File: src/rtl/sy_irq_cond.sv
`default_nettype none
// ============================================================================
// Module   : sy_irq_cond
// Purpose  : Per-source interrupt conditioner ahead of the PLIC. Synchronises,
//            optionally glitch-filters (macro SY_IRQ_COND_FILTER_EN) and
//            converts edge sources into a saturating pending count.
// Revision : 1.0 - initial release
// ============================================================================
module sy_irq_cond #(
    parameter int                    SOURCE_NUM    = 30,
    parameter int                    SYNC_STAGES   = 2,
    parameter int                    FILTER_CYCLES = 4,
    parameter logic [SOURCE_NUM-1:0] EDGE_MASK     = '0,
    parameter int                    PEND_MAX      = 3
) (
    input  logic                  clk_i,
    input  logic                  rst_i,
    input  logic [SOURCE_NUM-1:0] irq_raw_i,
    input  logic [SOURCE_NUM-1:0] irq_done_i,
    output logic [SOURCE_NUM-1:0] irq_sources_o
);

    localparam int                  c_PEND_W   = $clog2(PEND_MAX + 1);
    localparam logic [c_PEND_W-1:0] c_PEND_MAX = c_PEND_W'(PEND_MAX);
    localparam logic [c_PEND_W-1:0] c_PEND_ONE = c_PEND_W'(1);

    // Stage 0 samples the raw lines; stage SYNC_STAGES-1 is the synchronised value.
    logic [SYNC_STAGES-1:0][SOURCE_NUM-1:0] r_sync;
    logic [SOURCE_NUM-1:0]                  w_sync;

    always_ff @(posedge clk_i) begin
        if (rst_i) begin
            r_sync <= '0;
        end else begin
            r_sync <= {r_sync[SYNC_STAGES-2:0], irq_raw_i};
        end
    end

    assign w_sync = r_sync[SYNC_STAGES-1];

`ifndef SY_IRQ_COND_FILTER_EN
    localparam int c_unused_filter_cycles = FILTER_CYCLES;
`endif

    for (genvar i = 0; i < SOURCE_NUM; i++) begin : g_src
        logic w_filt;
        logic w_rise;

`ifdef SY_IRQ_COND_FILTER_EN
        localparam int                 c_CNT_W    = (FILTER_CYCLES > 1) ? $clog2(FILTER_CYCLES) : 1;
        localparam logic [c_CNT_W-1:0] c_CNT_LAST = c_CNT_W'(FILTER_CYCLES - 1);
        localparam logic [c_CNT_W-1:0] c_CNT_ONE  = c_CNT_W'(1);

        logic               r_filt;
        logic [c_CNT_W-1:0] r_cnt;
        logic               w_update;

        assign w_update = (w_sync[i] != r_filt) && (r_cnt == c_CNT_LAST);

        always_ff @(posedge clk_i) begin
            if (rst_i) begin
                r_filt <= 1'b0;
                r_cnt  <= '0;
            end else if (w_sync[i] == r_filt) begin
                r_cnt <= '0;
            end else if (r_cnt == c_CNT_LAST) begin
                r_filt <= w_sync[i];
                r_cnt  <= '0;
            end else begin
                r_cnt <= r_cnt + c_CNT_ONE;
            end
        end

        assign w_filt = r_filt;
        assign w_rise = w_update & w_sync[i];
`else
        // Without the filter the update event is the last sync stage changing.
        assign w_filt = w_sync[i];
        assign w_rise = r_sync[SYNC_STAGES-2][i] & ~r_sync[SYNC_STAGES-1][i];
`endif

        if (EDGE_MASK[i]) begin : g_edge
            logic [c_PEND_W-1:0] r_pend;
            logic                w_unused_filt;

            assign w_unused_filt = w_filt;

            // A done that coincides with a rise cancels it, except from empty.
            always_ff @(posedge clk_i) begin
                if (rst_i) begin
                    r_pend <= '0;
                end else begin
                    case ({w_rise, irq_done_i[i]})
                        2'b10: if (r_pend != c_PEND_MAX) r_pend <= r_pend + c_PEND_ONE;
                        2'b01: if (r_pend != '0)         r_pend <= r_pend - c_PEND_ONE;
                        2'b11: if (r_pend == '0)         r_pend <= c_PEND_ONE;
                        default: ;
                    endcase
                end
            end

            assign irq_sources_o[i] = (r_pend != '0);
        end else begin : g_level
            logic w_unused_level;

            assign w_unused_level   = irq_done_i[i] ^ w_rise;
            assign irq_sources_o[i] = w_filt;
        end
    end

endmodule
`default_nettype wire

File: config.mk
export PLATFORM = sky130hd
export DESIGN_NAME = sy_irq_cond
export DESIGN_NICKNAME = d
export VERILOG_FILES = /design/src/rtl/sy_irq_cond.sv
export SDC_FILE = /design/constraint.sdc
export NUM_CORES = 1
export LEC_CHECK = 0
export CORE_ASPECT_RATIO = 1.75
export CORE_UTILIZATION = 39
export CTS_CLUSTER_DIAMETER = 50
export DETAILED_ROUTE_END_ITERATION = 12
export GPL_ROUTABILITY_DRIVEN = 0
export PLACE_DENSITY = 0.86
export SYNTH_ARGS = -nofsm -noshare
export SYNTH_HDL_FRONTEND = slang
export SYNTH_SLANG_ARGS = --single-unit
File: constraint.sdc
create_clock -name clk_i -period 0.8 [get_ports clk_i]
set_input_delay 0.12 -clock clk_i [delete_from_list [all_inputs] [get_ports clk_i]]
set_output_delay 0.12 -clock clk_i [all_outputs]
set_load 0.02 [all_outputs]
[Word level (Yosys, flattened, before mapping)]
Cells that the tools add are included.
Word-level totals
  register bits after elaboration: 60
  logic and storage cells: 2

[Logic depth before layout (Yosys ltp)]
Gate-level depths: netlist of the first run.
  word-level depth: 0
  depth in mapped cells: 2
  gate-level depth less buffers: 1

[Least setup slack after synthesis of the first run]
Ideal clock, no wire load.
  path type: register to output
  start: reg r_sync, in the netlist irq_sources_o[0]
  end: out irq_sources_o[0]
  arrival: 416 ps
  setup slack: 264 ps
  stages on the path, launching flop included: 2
  buffers on the path: 1
  cell sequence: dfxtp_1 -> buf_4
RTL lines
  start: declaration: RTL line 28  | logic [SYNC_STAGES-1:0][SOURCE_NUM-1:0] r_sync;
  start signal: assignment: RTL line 35  | r_sync <= {r_sync[SYNC_STAGES-2:0], irq_raw_i};
  end: declaration: RTL line 20  | output logic [SOURCE_NUM-1:0] irq_sources_o
No word-level cell between the ends.

[Final worst setup path of the first run]
  start: reg r_sync, in the netlist irq_sources_o[1]
  end: out irq_sources_o[1]
No word-level cell between the ends.

==> results of run 1 <==
## state kept, by name, summed over array words and instances, names as in the netlist
register	count
irq_sources_o	30
r_sync	30
## kinds of logic (layout without fill, tap and decap cells)
logic type,after synthesis,count (layout),synth area share
buf+inv,36,79,0.1393
flops,60,60,0.6557
simple gates,60,60,0.2049
## layout make-up
class | instances | area [µm²] | share of cell area
multi-input cells | 60 | 375.4 | 0.1464
repair buffers | 63 | 683.2 | 0.2665
clock inverters | 5 | 61.31 | 0.02391
flip-flops and latches | 60 | 1239 | 0.4832
clock buffers | 11 | 141.4 | 0.05515
well taps | 51 | 63.81 | 0.02489
## stage by stage
stage            util  total power (µW)  setup WS [ps]  cell area [µm²]  hold WS (ps)
4_1_cts        0.5760              6408         -110.3             2560         54.91
3_3_place_gp   0.5144              3713         -216.9             2286         405.0
5_1_grt        0.5769              6574         -124.6             2564         64.42
2_1_floorplan       -              3507          264.0             1832         248.2
6_report       0.5769              6329         -88.86             2564         64.70
3_5_place_dp   0.5144              3727         -225.2             2286         408.2
## metal layers
metal	share of wire	vias up	GRT usage
li1	-	511	-
met4	0.053	0	0.1382
met5	0	-	0
met3	0.059	12	0.03941
met2	0.52	42	0.1914
met1	0.36	400	0.1014
## report_power, final
part	internal, µW	total (µW)	switching [µW]
logic	326	509	183
clock network	1530	2640	1110
registers	3140	3180	41.8
## timing repair
action,in CTS,in global routing
hold buffers,0,0
setup endpoints to repair,30,30
setup buffers,0,0
resized for setup,207,3
## final timing paths
check,from,to,slack [ps],cells past startpoint
worst max-delay path,irq_sources_o[1],irq_sources_o[1],-90,1
worst min-delay path,rst_i,r_sync[26],60,2
worst max register to register,r_sync[26],irq_sources_o[26],260,1
worst min register to register,r_sync[27],irq_sources_o[27],430,1
## cell usage in the layout, fill, tap and decap left out
cell type        instances
dfxtp_1                 30
clkinvlp_4               3
clkbuf_8                10
bufinv_16                1
clkinv_4                 1
buf_12                   2
buf_6                   30
dfxtp_2                 30
nor2b_1                 60
buf_2                    1
clkbuf_1                 1
clkdlybuf4s50_1         30
==> metrics.txt, run 1 <==
outcome finished with violations; violated checks negative setup slack; layout cell share with drive strength beyond 1 0.3920; Startpoint Class flip-flop; WL/cell 10.22 µm; Iter 0 DRT Violations 12; crit-path leading delay family flip-flops; detailed placer's ending HPWL 1.766 mm; min-delay worst type in2reg; Main synth FF type dfxtp_1; maxcap violations 0; worst path buffer plus inverter count 1; Synth Area per Inst 11.74 µm²; Num CTS Buffers 9; diode count 0; I/O pins 92; Die W 53.81 µm; GR Util All Layers 0.1204; clock skew 6.695 ps; Leak Pwr 0.001056 µW; Yosys top cell area share 0.6557; Area Growth Syn to Fin 39.96%; pwr dens 2469 nW/µm²; via/cell ratio 3.860; worst skew pair latency 330 ps; setup tns final -2403 ps; Clock transition at path regs 60 ps; final setup margin -88.86 ps; Layout Nets 256; Period minus WS final 888.9 ps; non-filler cells in the finished layout 250; Pre-Repair DR Iteration Count 3; synth warn 0; Die Y 92.66 µm; WP data required 680 ps; first-pass GRT wire length 3.891 mm; CTS Buffer Depth 2; Cells after DPL 234; antenna violations before repair 0; vias in the first global route 920; Max stage delay on crit path 320 ps; Vias 965; Synth area leader dfxtp_1; Yosys cell types 4; synthesized area 1832 µm²; Port Buf Inserts 61; CP Class reg2out; period utilization 1.111; Yosys reg bits 60; # fillers 363; Residual DRC 0; Synth Net Count 218; Post-synth EDFFs 0; worst path cell trace buf_6; core area 4444 µm²; top cells by count, synth dfxtp_1, nor2b_1, buf_4, buf_2; row count 32; RSZ-0062 raised after global routing true; crit end category primary output; clock root buffer master clkbuf_8; final hold vios 0; worst-path fanout max 1; CTS tree yes; largest net degree at the start of global routing 36; largest cells by area after synthesis dfxtp_1, nor2b_1, buf_4; post-synthesis cell count 156; Fmax 1.125 GHz; Slew Limit Fails 0; VDD IR max 1.423 mV; sequential share of the synthesized area 0.6557; Worst Tran Pin Value 144.9 ps; TritonCTS sink count 60; Final setup viols 30; FFs w/ async S/R, synth 0; DRT antenna net count 0; detailed-route wire length 2.554 mm; Starting Density 0.4122; CTS H-tree depth 3; Overflow after GRT 0; die area 4986 µm²; CP arrival 770 ps; Rel. slew slack 0.9034; slowest library cell on the worst path dfxtp_2
Power figures use the tool's default switching activity.
==> run 2, diff against run 1 <==
--- a/config.mk
+++ b/config.mk
@@ -10,6 +10,7 @@
 export CTS_CLUSTER_DIAMETER = 50
 export DETAILED_ROUTE_END_ITERATION = 12
 export GPL_ROUTABILITY_DRIVEN = 0
+export HOLD_SLACK_MARGIN = 0.03
 export PLACE_DENSITY = 0.86
 export SYNTH_ARGS = -nofsm -noshare
 export SYNTH_HDL_FRONTEND = slang
==> results of run 2 <==
Same layout as run 1: the final DEF is identical, and so are final timing and power.
